### config.mk
export PLATFORM = sky130hd
export DESIGN_NAME = bitop_arbiter
export DESIGN_NICKNAME = d
export VERILOG_FILES = /design/src/rtl/bitop_pkg.sv /design/src/rtl/bitop_rr_arb.sv /design/src/rtl/bitop_arbiter.sv
export SDC_FILE = /design/constraint.sdc
export NUM_CORES = 1
export LEC_CHECK = 0
export ABC_AREA = 0
export BUFFER_PORTS_ARGS = -buffer_cell sky130_fd_sc_hd__buf_2
export CAP_MARGIN = 20
export CORE_MARGIN = 2
export CORE_UTILIZATION = 30
export CTS_CLUSTER_SIZE = 8
export DETAILED_ROUTE_END_ITERATION = 7
export PLACE_DENSITY = 0.62
export SLEW_MARGIN = 20
export SYNTH_ARGS = -nofsm -noshare
export SYNTH_HDL_FRONTEND = slang
export SYNTH_HIERARCHICAL = 1
export SYNTH_SLANG_ARGS = --single-unit
### constraint.sdc
create_clock -name clock -period 4.65 [get_ports clock]
set_input_delay 1.395 -clock clock [delete_from_list [all_inputs] [get_ports clock]]
set_output_delay 1.395 -clock clock [all_outputs]
set_load 0.01 [all_outputs]
### src/rtl/bitop_pkg.sv
// -----------------------------------------------------------------------------
// bitop_pkg
//   Shared definitions for the bitop arbiter slice: opcode encodings, the
//   controller state type and the clogb2 width helper.
// -----------------------------------------------------------------------------
package bitop_pkg;

   localparam logic [1:0] OP_AND  = 2'b00;
   localparam logic [1:0] OP_OR   = 2'b01;
   localparam logic [1:0] OP_XOR  = 2'b10;
   localparam logic [1:0] OP_XNOR = 2'b11;

   typedef enum logic [1:0] {
      IDLE = 2'd0,
      EXEC = 2'd1,
      RESP = 2'd2
   } state_t;

   // Number of bits needed to hold 'value' (never less than 1).
   function automatic int unsigned clogb2(input int unsigned value);
      int unsigned v;
      int unsigned bits;
      v    = value;
      bits = 0;
      while (v > 0) begin
         bits = bits + 1;
         v    = v >> 1;
      end
      if (bits == 0) bits = 1;
      return bits;
   endfunction

endpackage

### src/rtl/bitop_rr_arb.sv
// -----------------------------------------------------------------------------
// bitop_rr_arb
//   Combinational round-robin picker. Searches req starting at ptr, wrapping
//   from NUM_REQ-1 back to 0, and reports the first set bit.
// Ports
//   req         in   NUM_REQ  request vector
//   ptr         in   ID_W     index where the search starts
//   grant       out  NUM_REQ  one-hot grant (all zero when no request)
//   grant_idx   out  ID_W     index of the granted requester
//   grant_valid out  1        at least one request present
// -----------------------------------------------------------------------------
module bitop_rr_arb
   import bitop_pkg::*;
#(
   parameter int unsigned NUM_REQ = 4
) (
   input  logic [NUM_REQ-1:0]           req,
   input  logic [clogb2(NUM_REQ-1)-1:0] ptr,
   output logic [NUM_REQ-1:0]           grant,
   output logic [clogb2(NUM_REQ-1)-1:0] grant_idx,
   output logic                         grant_valid
);

   localparam int unsigned ID_W = clogb2(NUM_REQ-1);

   always_comb begin
      int unsigned      cand;
      logic [ID_W-1:0]  cand_idx;
      cand        = 0;
      cand_idx    = '0;
      grant       = '0;
      grant_idx   = '0;
      grant_valid = 1'b0;
      for (int unsigned i = 0; i < NUM_REQ; i++) begin
         cand     = (32'(ptr) + i) % NUM_REQ;
         cand_idx = cand[ID_W-1:0];
         if (!grant_valid && req[cand_idx]) begin
            grant_valid     = 1'b1;
            grant_idx       = cand_idx;
            grant[cand_idx] = 1'b1;
         end
      end
   end

endmodule

### src/rtl/bitop_arbiter.sv
// -----------------------------------------------------------------------------
// bitop_arbiter
//   Shares one WIDTH-bit bitwise unit (AND/OR/XOR/XNOR) between NUM_REQ
//   requesters. Round-robin grant, one operation in flight, fixed LATENCY
//   from accept edge to rsp_valid, result held until rsp_ready.
// Ports
//   clock      in   1              rising-edge clock
//   reset_n    in   1              asynchronous active-low reset
//   req_valid  in   NUM_REQ        per-requester request
//   req_ready  out  NUM_REQ        one-hot accept, only in IDLE
//   req_op     in   2*NUM_REQ      opcode, [2i+1:2i] for requester i
//   req_a      in   WIDTH*NUM_REQ  operand A, [WIDTH*i +: WIDTH]
//   req_b      in   WIDTH*NUM_REQ  operand B, same slicing
//   rsp_valid  out  1              result valid, held until rsp_ready
//   rsp_ready  in   1              consumer accepts result
//   rsp_id     out  ID_W           owner of the result
//   rsp_data   out  WIDTH          result
//   busy       out  1              operation in EXEC or RESP
// -----------------------------------------------------------------------------
module bitop_arbiter
   import bitop_pkg::*;
#(
   parameter int unsigned WIDTH   = 16,
   parameter int unsigned NUM_REQ = 4,
   parameter int unsigned LATENCY = 3
) (
   input  logic                         clock,
   input  logic                         reset_n,
   input  logic [NUM_REQ-1:0]           req_valid,
   output logic [NUM_REQ-1:0]           req_ready,
   input  logic [2*NUM_REQ-1:0]         req_op,
   input  logic [WIDTH*NUM_REQ-1:0]     req_a,
   input  logic [WIDTH*NUM_REQ-1:0]     req_b,
   output logic                         rsp_valid,
   input  logic                         rsp_ready,
   output logic [clogb2(NUM_REQ-1)-1:0] rsp_id,
   output logic [WIDTH-1:0]             rsp_data,
   output logic                         busy
);

   localparam int unsigned      ID_W     = clogb2(NUM_REQ-1);
   localparam int unsigned      CNT_W    = clogb2(LATENCY-1);
   localparam logic [CNT_W-1:0] CNT_LOAD = CNT_W'(LATENCY-1);

   state_t state, state_nxt;

   logic [NUM_REQ-1:0] grant;
   logic [ID_W-1:0]    grant_idx;
   logic               grant_valid;
   logic [ID_W-1:0]    rr_ptr;

   logic [1:0]         sel_op;
   logic [WIDTH-1:0]   sel_a, sel_b;

   logic [1:0]         op_q;
   logic [WIDTH-1:0]   a_q, b_q;
   logic [ID_W-1:0]    id_q;
   logic [CNT_W-1:0]   cnt;
   logic [WIDTH-1:0]   result;

   bitop_rr_arb #(
      .NUM_REQ (NUM_REQ)
   ) u_arb (
      .req         (req_valid),
      .ptr         (rr_ptr),
      .grant       (grant),
      .grant_idx   (grant_idx),
      .grant_valid (grant_valid)
   );

   // One-hot AND-OR mux of the winner's request fields.
   always_comb begin
      sel_op = '0;
      sel_a  = '0;
      sel_b  = '0;
      for (int unsigned i = 0; i < NUM_REQ; i++) begin
         if (grant[i]) begin
            sel_op = sel_op | req_op[2*i +: 2];
            sel_a  = sel_a  | req_a[WIDTH*i +: WIDTH];
            sel_b  = sel_b  | req_b[WIDTH*i +: WIDTH];
         end
      end
   end

   always_comb begin
      result = '0;
      case (op_q)
         OP_AND:  result = a_q & b_q;
         OP_OR:   result = a_q | b_q;
         OP_XOR:  result = a_q ^ b_q;
         OP_XNOR: result = ~(a_q ^ b_q);
         default: result = '0;
      endcase
   end

   // State register
   always_ff @(posedge clock or negedge reset_n) begin
      if (!reset_n) state <= IDLE;
      else          state <= state_nxt;
   end

   // Next-state logic
   always_comb begin
      state_nxt = state;
      case (state)
         IDLE:    if (grant_valid) state_nxt = EXEC;
         EXEC:    if (cnt == '0)   state_nxt = RESP;
         RESP:    if (rsp_ready)   state_nxt = IDLE;
         default: state_nxt = IDLE;
      endcase
   end

   // Outputs; grant is also masked by reset so nothing is offered while held.
   always_comb begin
      req_ready = '0;
      if (reset_n && state == IDLE) req_ready = grant;
      busy = (state != IDLE);
   end

   // Operand capture, latency counter, result register and rr pointer
   always_ff @(posedge clock or negedge reset_n) begin
      if (!reset_n) begin
         op_q      <= '0;
         a_q       <= '0;
         b_q       <= '0;
         id_q      <= '0;
         cnt       <= '0;
         rr_ptr    <= '0;
         rsp_valid <= 1'b0;
         rsp_id    <= '0;
         rsp_data  <= '0;
      end else begin
         case (state)
            IDLE: begin
               if (grant_valid) begin
                  op_q   <= sel_op;
                  a_q    <= sel_a;
                  b_q    <= sel_b;
                  id_q   <= grant_idx;
                  cnt    <= CNT_LOAD;
                  rr_ptr <= (grant_idx == ID_W'(NUM_REQ-1)) ? '0 : grant_idx + 1'b1;
               end
            end
            EXEC: begin
               if (cnt == '0) begin
                  rsp_data  <= result;
                  rsp_id    <= id_q;
                  rsp_valid <= 1'b1;
               end else begin
                  cnt <= cnt - 1'b1;
               end
            end
            RESP: begin
               if (rsp_ready) rsp_valid <= 1'b0;
            end
            default: ;
         endcase
      end
   end

endmodule

== After elaboration in Yosys (flattened, before gate mapping) ==
Cells that the tools add are included.
Storage, ports and cells
  register bits after elaboration: 61
  word-level logic and storage cells: 124
Cells by class
  multiplexer cells: 53
  eq/ne operators: 10
  bitwise logic cells: 16
  reduce and logical (&&, ||, !) cells: 22
  $lt $le $gt $ge: 8
  add/sub/neg operators: 5
Operators with widths (number)
  16-bit 2-to-1 mux: 8
  16-bit OR: 7
  16-bit case mux with 4 select lines: 1
  2-bit 2-to-1 mux: 14
  4-bit 2-to-1 mux: 5
  16-bit bitwise AND: 1
  16-bit NOT: 1
  16-bit XOR: 1
  1-bit 2-to-1 mux: 14
  2-bit by 3-bit < comparator with 1-bit output, second input constant: 4
  4-bit OR: 3
  3-bit AND reduction: 3
  1-bit binary-select mux with 2-bit select: 4
  1-bit demux with 2-bit select: 4
  2-bit == test, second input constant: 4
  2-bit by 1-bit greater-or-equal comparator with 1-bit output, second input constant: 4
  1-bit logical AND: 8
  2-bit inequality test, second input constant: 4
  2-bit logical NOT: 3
  2-bit OR: 3
  2-bit case mux with 3 select lines: 1
  2-bit nonzero test: 3
  2-bit by 1-bit adder with 2-bit output, second input constant: 2
  2-bit adder, second input constant: 2
  other kinds (6): 10

== Depth between registers and ports, before layout ==
Gate-level depths: netlist of the first run.
  depth in word-level cells: 19
  gate-level depth with buffers: 12

== Cells and area by module ==
The synthesis of the first run kept the hierarchy.
Modules (own cells, without submodules)
  bitop_arbiter: seq. area each 1526.5 um2, times used 1, cells an instance 411, area each 4007.6 um2
  bitop_rr_arb: seq. area each 0.0 um2, times used 1, cells an instance 45, area each 419.2 um2

== Worst setup path after synthesis of the first run ==
No wires, ideal clock.
  kind: input to output
  start point: in req_valid[2]
  end point: out req_ready[2]
  path slack: 0.080 ns
  path buffers: 3
  stages on the path: 8
  arrival time: 3.175 ns
  path through: mux4_2 buf_6 nor4b_4 a22oi_1 o21ai_0 buf_2 clkbuf_1 and3_1
On the way
  word-level cells in the longest chain between the ends: 13
Ends and longest elaborated chain
  start: declaration: line bitop_arbiter.sv:29  | input logic [NUM_REQ-1:0] req_valid,
  1-bit binary-select mux with 2-bit select: line bitop_rr_arb.sv:37  | if (!grant_valid && req[cand_idx]) begin
  1-bit 2-to-1 mux (implied by the code): line bitop_rr_arb.sv:37
  1-bit 2-to-1 mux: line bitop_rr_arb.sv:37
  1-bit logical NOT: line bitop_rr_arb.sv:37
  1-bit logical AND: line bitop_rr_arb.sv:37
  1-bit 2-to-1 mux: line bitop_rr_arb.sv:37
  1-bit logical NOT: line bitop_rr_arb.sv:37
  1-bit logical AND: line bitop_rr_arb.sv:37
  1-bit 2-to-1 mux: line bitop_rr_arb.sv:37
  1-bit logical NOT: line bitop_rr_arb.sv:37
  1-bit logical AND: line bitop_rr_arb.sv:37
  4-bit 2-to-1 mux *: line bitop_rr_arb.sv:37
  named net grant[2]: line bitop_arbiter.sv:47  | logic [NUM_REQ-1:0] grant;
  4-bit 2-to-1 mux *: line bitop_arbiter.sv:116  | if (reset_n && state == IDLE) req_ready = grant;
  end: declaration: line bitop_arbiter.sv:30  | output logic [NUM_REQ-1:0] req_ready,
The timed path passes the listed nets; every way through them passes the cells marked *. The select of a mux whose other input is x is not followed.

== Worst setup path after layout of the first run ==
  start point: in req_valid[2]
  end point: out req_ready[1]
Same word-level chain as after synthesis.

==> results of run 1 <==
metrics by stage:
stage | power, mW | util (%) | worst slack (ps) | instance area (um2) | std cells
finish | 4.72 | 39.7 | 149 | 5740 | 796
global route | 5.15 | 39.7 | 61.4 | 5740 | 796
CTS | 4.76 | 39.6 | 124 | 5740 | 795
detailed placement | 3.93 | 37.1 | 135 | 5380 | 779
global placement | 3.80 | 37.1 | 230 | 5380 | 779
floorplan | 3.22 | - | 80.5 | 4430 | 456
metal layers:
layer | global-route usage [%] | wire (um) | vias up
met2 | 25.3 | 5740 | 127
met5 | 0 | 8 | -
li1 | - | - | 1981
met1 | 21.0 | 5830 | 1921
met3 | 3.29 | 718 | 16
met4 | 6.60 | 226 | 2
layout make-up:
type / count / share of cell area [%]
clock buffer: 11 / 4.40
clock inverter: 5 / 1.85
inverter: 41 / 2.68
multi-input combinational: 317 / 44.4
sequential: 61 / 26.6
tap: 184 / 4.01
timing repair buffer: 177 / 16.1
layout by cell type (no fill, tap or decap), drive strengths merged, types with 4 or more instances in the layout:
master	Yosys	final
and3	5	5
inv	41	41
a22oi	76	76
mux2i	34	34
nand2	18	18
mux4	4	4
dfrtp	61	61
nor2	40	40
buf	22	177
a31oi	34	34
ha	39	39
o21ai	23	23
clkbuf	15	11
a21oi	5	5
mux2	24	24
path summary, 6_finish.rpt:
path,startpoint,end,slack (ps),cells after the start
worst max-delay path,req_valid[2],req_ready[1],150,8
min in group asynchronous,reset_n,rr_ptr[0],1320,2
worst min-delay path,rsp_data[5],rsp_data[5],470,2
worst max register to register,rr_ptr[0],b_q[14],1450,10
worst min register to register,rsp_data[5],rsp_data[5],470,2
max in group asynchronous,reset_n,rsp_data[10],2790,2
critical path: stages:
cell	delay [ps]
buf_2	120
mux4_2	600
nor4b_4	300
buf_4	180
a22oi_1	100
o21ai_4	90
and3_1	180
buf_2	130
flip-flops by register name (all words and copies together), names as in the netlist:
| name | flops |
|---|---|
| a_q | 16 |
| b_q | 16 |
| cnt | 2 |
| id_q | 2 |
| op_q | 2 |
| rr_ptr | 2 |
| rsp_data | 16 |
| rsp_id | 2 |
| rsp_valid | 1 |
| state | 2 |
cells by family (layout without fill, tap and decap cells):
family | Yosys count | count (layout) | synth area share, %
flip-flops | 61 | 61 | 34.5
adder cells (fa/ha/maj) | 39 | 39 | 11.0
AO/OA/AOI/OAI | 143 | 143 | 21.8
AND/OR/NAND/NOR | 73 | 73 | 7.60
multiplexers | 62 | 62 | 16.0
buffers and inverters | 78 | 234 | 9.10
power by group:
part / switching (mW) / internal [mW]
Combinational: 1.53 / 1.25
Clock: 0.249 / 0.553
Sequential: 0.308 / 0.820
Total: 2.09 / 2.63
what timing repair did:
item / CTS / global route
buffers inserted: 0 / 1
hold endpoints to repair: 0 / 0
endpoints found under the setup margin: 0 / 1
hold buffers: 0 / 0
==> results.sh, run 1 <==
export IMPL_p_leak_nw=2.89
export IMPL_placeableCoreArea_um2=14500
export IMPL_grt_first_pass_wirelength_um=19900
export IMPL_synth_cell_type_count=32
export IMPL_fmax_mhz=222
export IMPL_finClkSkew_ps=6.66
export IMPL_antenna_found_initial=2
export IMPL_die_h_um=125
export IMPL_vias_per_cell=5.08
export IMPL_synthesis_nets=638
export IMPL_die_w_um=125
export IMPL_initial_core_util_pct=30.6
export IMPL_seqCellArea_um2=1530
export IMPL_tightestPinTransition_ps=995
export IMPL_setup_viol=0
export IMPL_crit_path_max_fanout=10
export IMPL_rsz0062_at_grt="no"
export IMPL_root_buffer="clkbuf_16"
export IMPL_hold_viol_final=0
export IMPL_core_rowCount=44
export IMPL_io_pins=167
export IMPL_dp_hpwl_um=9520
export IMPL_track_usage_pct=15.9
export IMPL_cts_resized=0
export IMPL_ys_warnings_count=6
export IMPL_overflow=0
export IMPL_nFillCells=1421
export IMPL_critPathLaunchType="primary input"
export IMPL_drtPass1Iterations=4
export IMPL_cellPowerDensity_nw_per_um2=821
export IMPL_drc=0
export IMPL_holdCritPathClass="flip-flop to flip-flop"
export IMPL_nNetsFinal=789
export IMPL_fin_crit_ps=4500
export IMPL_synth_area_leader_cell="dfrtp_1"
export IMPL_cts_inserted_buffers=9
export IMPL_ir_worst_vdd_mv=0.517
export IMPL_io_buffers=166
export IMPL_synth_seq_cells=61
export IMPL_place_congestion=0.785
export IMPL_syn_inst=456
export IMPL_dieArea_um2=15700
export IMPL_grt_pass1_vias=3973
export IMPL_synth_flop_cell="dfrtp_1"
export IMPL_clock_latency_ps=330
export IMPL_clock_sinks=61
export IMPL_yosysSeqAreaShare_pct=34.5
export IMPL_fin_tns_setup_ps=0
export IMPL_maxSlewHeadroom_pct=33.7
export IMPL_synth_area_top_cells="dfrtp_1, a22oi_1, ha_1"
export IMPL_ys_top_cells_by_count="a22oi_1, dfrtp_1, inv_1, nor2_1, ha_1"
export IMPL_multi_input_area_um2=2550
export IMPL_cp_end_kind="output port"
export IMPL_async_reset_ff_share_pct=100
export IMPL_drv_slew=0
export IMPL_drt_iter0_markers=218
export IMPL_status="complete, no violations"
export IMPL_synth_edf_count=0
export IMPL_path_class="primary input to output port"
export IMPL_cp_required_ps=3250
export IMPL_syn2layout_area_growth_pct=29.8
export IMPL_synth_most_common_cell="a22oi_1"
export IMPL_whs_ps=473
export IMPL_diodes=0
export IMPL_wl_um=12500
export IMPL_cts_buffer_depth=2
export IMPL_maxCapViolCount=0
export IMPL_vias=4047
export IMPL_fin_crit_sh_pct=96.8
export IMPL_drive_above_1_share_pct=36.9
export IMPL_netlist_area_leader_share_pct=34.5
export IMPL_ant_nets=0
export IMPL_clk_pin_slew_worst_paths_ps=50
export IMPL_wl_per_cell_um=15.7
export IMPL_cts_tree="yes"
export IMPL_grt_max_degree=62
export IMPL_syn_cell_area_um2=4430
export IMPL_cp_arrival_ps=3110
export IMPL_postSynthAreaPerCell_um2=9.71
export IMPL_htreeDepth=3
No activity file was read; power rests on OpenSTA's default activity.
==> run 2: changes to the inputs <==
PLACE_DENSITY = 0.6   (was 0.62)
SKIP_CTS_REPAIR_TIMING = 1   (was not set)
SYNTH_HIERARCHICAL = not set   (was 1)
==> run 2 against run 1 <==
  * Critical path depth shrank 1
  * Synthesized area grew 34%
  * Synthesized cell count is 55% higher
  * Highest routed layer is now met4
  * Combinational power up 32%
  * Clock skew is 2.0 ps lower
  * Global-route usage rose by 4.8 points
  * Critical endpoint unchanged
  * Critical path type unchanged
==> results.sh, run 2 <==
export IMPL_finClkSkew_ps=4.63
export IMPL_io_pins=167
export IMPL_grt_pass1_vias=5944
export IMPL_drc=0
export IMPL_fin_tns_setup_ps=0
export IMPL_clk_pin_slew_worst_paths_ps=60
export IMPL_multi_input_area_um2=3930
export IMPL_fin_crit_sh_pct=96.7
export IMPL_cp_end_kind="output port"
export IMPL_place_ws_ps=152
export IMPL_maxSlewHeadroom_pct=34.9
export IMPL_fmax_mhz=222
export IMPL_tightestPinTransition_ps=977
export IMPL_postSynthAreaPerCell_um2=8.40
export IMPL_cellPowerDensity_nw_per_um2=756
export IMPL_status="complete, no violations"
export IMPL_async_reset_ff_share_pct=100
export IMPL_place_congestion=0.870
export IMPL_root_buffer="clkbuf_16"
export IMPL_setup_viol=0
export IMPL_holdCritPathClass="flip-flop to flip-flop"
export IMPL_htreeDepth=3
export IMPL_drt_iter0_markers=381
export IMPL_synth_edf_count=0
export IMPL_cp_arrival_ps=3100
export IMPL_largestRegisters="a_q (16), b_q (16), rsp_data (16)"
export IMPL_initial_core_util_pct=30.5
export IMPL_nNetsFinal=1014
export IMPL_ant_nets=0
export IMPL_drive_above_1_share_pct=29.4
export IMPL_cts_inserted_buffers=9
export IMPL_path_class="primary input to output port"
export IMPL_vias=6149
export IMPL_p_leak_nw=3.42
export IMPL_ys_warnings_count=0
export IMPL_r2r_end="b_q[14]"
export IMPL_critPathLaunchType="primary input"
export IMPL_ir_worst_vdd_mv=0.338
export IMPL_grt_max_degree=62
export IMPL_seqCellArea_um2=1530
export IMPL_drtPass1Iterations=5
export IMPL_vias_per_cell=5.56
export IMPL_cts_tree="yes"
export IMPL_wl_um=21800
export IMPL_crit_end="req_ready[1]"
export IMPL_grt_first_pass_wirelength_um=33100
export IMPL_synth_seq_cells=61
export IMPL_critical_path_startpoint="req_valid[2]"
export IMPL_synth_most_common_cell="a22oi_1"
export IMPL_io_buffers=166
export IMPL_track_usage_pct=20.7
export IMPL_maxCapViolCount=0
export IMPL_placeableCoreArea_um2=19500
export IMPL_synth_area_leader_cell="dfrtp_1"
export IMPL_cts_buffer_depth=2
export IMPL_synth_cell_type_count=44
export IMPL_layout_commonest_cell="buf_2"
export IMPL_synth_area_top_cells="dfrtp_1, a22oi_1, ha_1"
export IMPL_wl_per_cell_um=19.7
export IMPL_place_inst=1086
export IMPL_cp_required_ps=3250
export IMPL_crit_path_max_fanout=10
export IMPL_nFillCells=2025
export IMPL_antenna_found_initial=4
export IMPL_whs_ps=468
export IMPL_reg2reg_slack_ps=1400
export IMPL_layout_common_cells="buf_2, a22oi_1, nand2_1"
export IMPL_layout_cells_non_filler=1106
export IMPL_syn_inst=706
export IMPL_ys_top_cells_by_count="a22oi_1, nand2_1, o21ai_0, a21oi_1, dfrtp_1"
export IMPL_syn2layout_area_growth_pct=22.3
export IMPL_synthesis_nets=888
export IMPL_clock_latency_ps=330
export IMPL_rsz0062_at_grt="no"
export IMPL_die_w_um=145
export IMPL_r2r_cells=10
export IMPL_fin_ws_ps=154
export IMPL_hold_viol_final=0
export IMPL_synth_flop_cell="dfrtp_1"
export IMPL_drv_slew=0
export IMPL_syn_cell_area_um2=5930
export IMPL_netlist_area_leader_share_pct=25.7
export IMPL_dieArea_um2=20900
export IMPL_die_h_um=145
export IMPL_fin_crit_ps=4500
export IMPL_dp_hpwl_um=15300
export IMPL_core_rowCount=51
export IMPL_yosysSeqAreaShare_pct=25.7
export IMPL_overflow=0
export IMPL_clock_sinks=61
==> run 2: cell types whose count changed after synthesis, sizes merged, moves of 4 or more <==
cell and delta:
nor2b +4, a21oi +58, a31oi -34, a22oi +86
a221oi +34, and3 -5, nand2 +50, mux2 -19
nor2 -14, o21ai +40, clkbuf +33
==> run 2: cells by family after synthesis <==
kind of cell	share of synthesized area (%)
xor gates and xnor gates	0.148
AOI/OAI and AO/OA	41.4
DFF	25.7
buffers and inverters	8.25
adders and majority gates	8.23
muxes	7.89
and+or+nand+nor	8.31
==> run 2: power by group <==
| group | internal (mW) | total, mW | leakage (nW) | switching, mW |
|---|---|---|---|---|
| Sequential | 0.811 | 1.10 | 0.719 | 0.292 |
| Clock | 0.428 | 0.682 | 0.143 | 0.254 |
| Combinational | 1.48 | 3.69 | 2.56 | 2.22 |
==> run 2: area by class of cell <==
cell class | count | share of cell area [%]
flip-flops and latches | 61 | 21.1
well taps | 265 | 4.57
repair buffers | 188 | 13.9
diodes | 4 | 0.138
clock inverters | 4 | 0.656
clock buffers | 12 | 3.40
inverters | 39 | 2.02
multi-input cells | 533 | 54.2
==> run 2: worst max-delay path: stages <==
cell and delay, ps:
buf_2 150, mux4_2 610, mux2_4 340, mux2_2 280, a21oi_1 140, nor2_1 50, buf_2 130
==> run 2: routing by layer <==
metal	global-route usage (%)	vias to the layer above	part of all wire [%]
li1	-	2956	-
met1	28.3	2950	46
met2	32.8	214	47
met3	3.15	29	5.2
met4	8.38	0	1.9
met5	0	-	0
==> run 2: how the worst min path moves through the flow <==
stage | from | endpoint | slack [ps] | cells after the start
after floorplan | id_q[0] | id_q[0] | 450 | 2
after global placement | rsp_data[11] | rsp_data[11] | 460 | 2
after detailed placement | rsp_data[7] | rsp_data[7] | 470 | 2
after CTS | rsp_data[7] | rsp_data[7] | 480 | 2
after global routing | rsp_data[2] | rsp_data[2] | 500 | 2
final | rsp_data[14] | rsp_data[14] | 470 | 2
==> run 2: stage by stage <==
stage	util (%)	area [um2]	total power [mW]
after floorplan	-	5930	3.74
after global routing	37.3	7250	6.01
after detailed placement	35.7	6950	4.79
final	37.3	7250	5.48
after global placement	35.7	6950	4.73
after CTS	37.2	7240	5.49
==> run 3: changes to the inputs <==
CORE_UTILIZATION = 26   (was 30)
PLACE_DENSITY = 0.55   (was 0.6)
SKIP_CTS_REPAIR_TIMING = not set   (was 1)
==> run 3 against run 2 <==
  * Worst hold slack gained 3.2 ps
  * Non-clock buffer count down 1
  * Sequential power hardly changed
  * Highest routed layer unchanged
  * Critical endpoint unchanged
  * Via count grew 1.3%
  * Clock-buffer cell count decreased by 1
  * Combinational power grew 1%
  * Largest cell class unchanged
  * Register-to-register slack worse by 190 ps
  * Power grew 1.3%
  * Setup slack improved by 6.3 ps
  * Clock power grew 4.7%
==> results.sh, run 3 (synthesis gave the netlist of run 2 again) <==
export IMPL_fin_ws_ps=161
export IMPL_hold_viol_final=0
export IMPL_syn2layout_area_growth_pct=23.0
export IMPL_vias=6228
export IMPL_place_inst=1105
export IMPL_cellPowerDensity_nw_per_um2=760
export IMPL_fin_crit_ps=4490
export IMPL_p_seq_share_pct=19.6
export IMPL_path_class="primary input to output port"
export IMPL_crit_end="req_ready[1]"
export IMPL_r2r_cells=10
export IMPL_ir_worst_vdd_mv=0.521
export IMPL_cp_num_buf_inv=2
export IMPL_maxSlewHeadroom_pct=31.6
export IMPL_initial_core_util_pct=26.4
export IMPL_crit_path_max_fanout=10
export IMPL_path_common_cell="buf_2"
export IMPL_nFillCells=2406
export IMPL_cts_inserted_buffers=9
export IMPL_fmax_mhz=223
export IMPL_dp_hpwl_um=15800
export IMPL_slowest_stage="mux4_2"
export IMPL_clock_sinks=61
export IMPL_fin_tns_setup_ps=0
export IMPL_die_w_um=155
export IMPL_place_ws_ps=196
export IMPL_cts_buffer_depth=2
export IMPL_root_buffer="clkbuf_16"
export IMPL_wl_per_cell_um=20.2
export IMPL_finClkSkew_ps=6.98
export IMPL_place_congestion=0.796
export IMPL_holdCritPathClass="flip-flop to flip-flop"
export IMPL_grt_first_pass_wirelength_um=34300
export IMPL_fin_crit_sh_pct=96.5
export IMPL_p_sw_share_pct=49.9
export IMPL_crit_chain="buf_2, mux4_2, mux2_4, mux2_2, a21oi_1, nor2_1, buf_2"
export IMPL_io_buffers=166
export IMPL_drive_above_1_share_pct=29.3
export IMPL_placeableCoreArea_um2=22500
export IMPL_nNetsFinal=1013
export IMPL_wl_um=22600
export IMPL_drtPass1Iterations=5
export IMPL_grt_max_degree=75
export IMPL_clk_pin_slew_worst_paths_ps=50
export IMPL_cts_setup_buffers=0
export IMPL_drt_iter0_markers=458
export IMPL_whs_ps=472
export IMPL_overflow=0
export IMPL_cts_tree="yes"
export IMPL_drv_slew=0
export IMPL_p_total_mw=5.55
export IMPL_layout_common_cells="buf_2, a22oi_1, nand2_1"
export IMPL_cp_required_ps=3250
export IMPL_vias_per_cell=5.56
export IMPL_cp_arrival_ps=3090
export IMPL_critPathLaunchType="primary input"
export IMPL_maxCapViolCount=0
export IMPL_setup_viol=0
export IMPL_antenna_found_initial=0
export IMPL_power_frac_clock_pct=12.9
export IMPL_largestRegisters="a_q (16), b_q (16), rsp_data (16)"
export IMPL_critical_path_startpoint="req_valid[2]"
export IMPL_layout_commonest_cell="buf_2"
export IMPL_p_int_mw=2.78
export IMPL_htreeDepth=3
export IMPL_rsz0062_at_grt="no"
export IMPL_path_delay_family="multiplexers"
export IMPL_status="complete, no violations"
export IMPL_track_usage_pct=18.5
export IMPL_die_h_um=155
export IMPL_cp_end_kind="output port"
export IMPL_diodes=0
export IMPL_p_switching_mw=2.77
export IMPL_path_depth=7
export IMPL_layout_cells_non_filler=1121
export IMPL_io_pins=167
export IMPL_ctsHoldBuffers=0
export IMPL_tightestPinTransition_ps=1030
export IMPL_grt_pass1_vias=5928
export IMPL_clock_latency_ps=340
export IMPL_comb_power_share_pct=67.5
export IMPL_drc=0
export IMPL_cpPeakStageDelay_ps=590
export IMPL_dieArea_um2=24000
export IMPL_core_rowCount=55
export IMPL_ant_nets=0
export IMPL_r2r_end="b_q[13]"
export IMPL_r2r_start="rr_ptr[1]"
export IMPL_reg2reg_slack_ps=1210
export IMPL_p_leak_nw=3.43
## run 3: cell types whose count changed in the layout (fill, tap and decap cells not counted), sizes merged
cell,previous run,this run
bufinv,1,2
diode,4,0
clkinv,2,3
clkbuf,12,11
buf,188,187
clkinvlp,1,0
## run 3: worst reg2reg max path, stage by stage (launching register included)
cell	delay (ps)
dfrtp_2	480
inv_1	130
ha_1	460
mux4_2	660
nor2b_1	190
nor3_2	210
buf_4	160
a21o_1	490
buf_12	260
a22oi_1	140
a22oi_1	190
## run 3: what timing repair did
item | in CTS | in global routing
hold endpoints to repair | 0 | 0
setup endpoints to repair | 0 | 2
resized for setup | 0 | 1
## run 3: power groups by stage
stage	logic [mW]	registers (mW)	clock network, mW
after detailed placement	3.75	1.11	0
final	3.74	1.09	0.714
after CTS	3.76	1.10	0.738
after global placement	3.70	1.10	0
after floorplan	2.77	0.972	0
after global routing	4.19	1.13	0.762
## run 3: metal layers
metal	vias up	GRT usage, %	share of wire, %
met5	-	0	0
met2	241	29.4	46
met3	23	2.48	6.1
met1	3016	25.3	45
met4	0	7.41	2.1
li1	2948	-	-
## run 3: worst min-delay path by stage
stage / startpoint / cells after the start / slack, ps / to
final: rsp_data[1] / 2 / 470 / rsp_data[1]
after global routing: cnt[0] / 1 / 500 / cnt[0]
after CTS: rsp_data[2] / 2 / 480 / rsp_data[2]
after detailed placement: rsp_data[14] / 2 / 470 / rsp_data[14]
after global placement: rsp_data[14] / 2 / 460 / rsp_data[14]
after floorplan: id_q[0] / 2 / 450 / id_q[0]
## run 3: layout make-up
| type | instances | area (um2) | area share [%] |
|---|---|---|---|
| inverter | 39 | 146 | 2.01 |
| timing repair buffer | 187 | 1030 | 14.1 |
| clock buffer | 11 | 233 | 3.19 |
| tap | 285 | 357 | 4.89 |
| multi-input combinational | 533 | 3930 | 53.9 |
| sequential | 61 | 1530 | 20.9 |
| clock inverter | 5 | 75.1 | 1.03 |
## run 3: stage by stage
stage          cell area, um2  utilization (%)
6_report                 7300             32.4
5_1_grt                  7300             32.4
4_1_cts                  7300             32.4
3_5_place_dp             6990             31.1
3_3_place_gp             6990             31.1
2_1_floorplan            5930                -
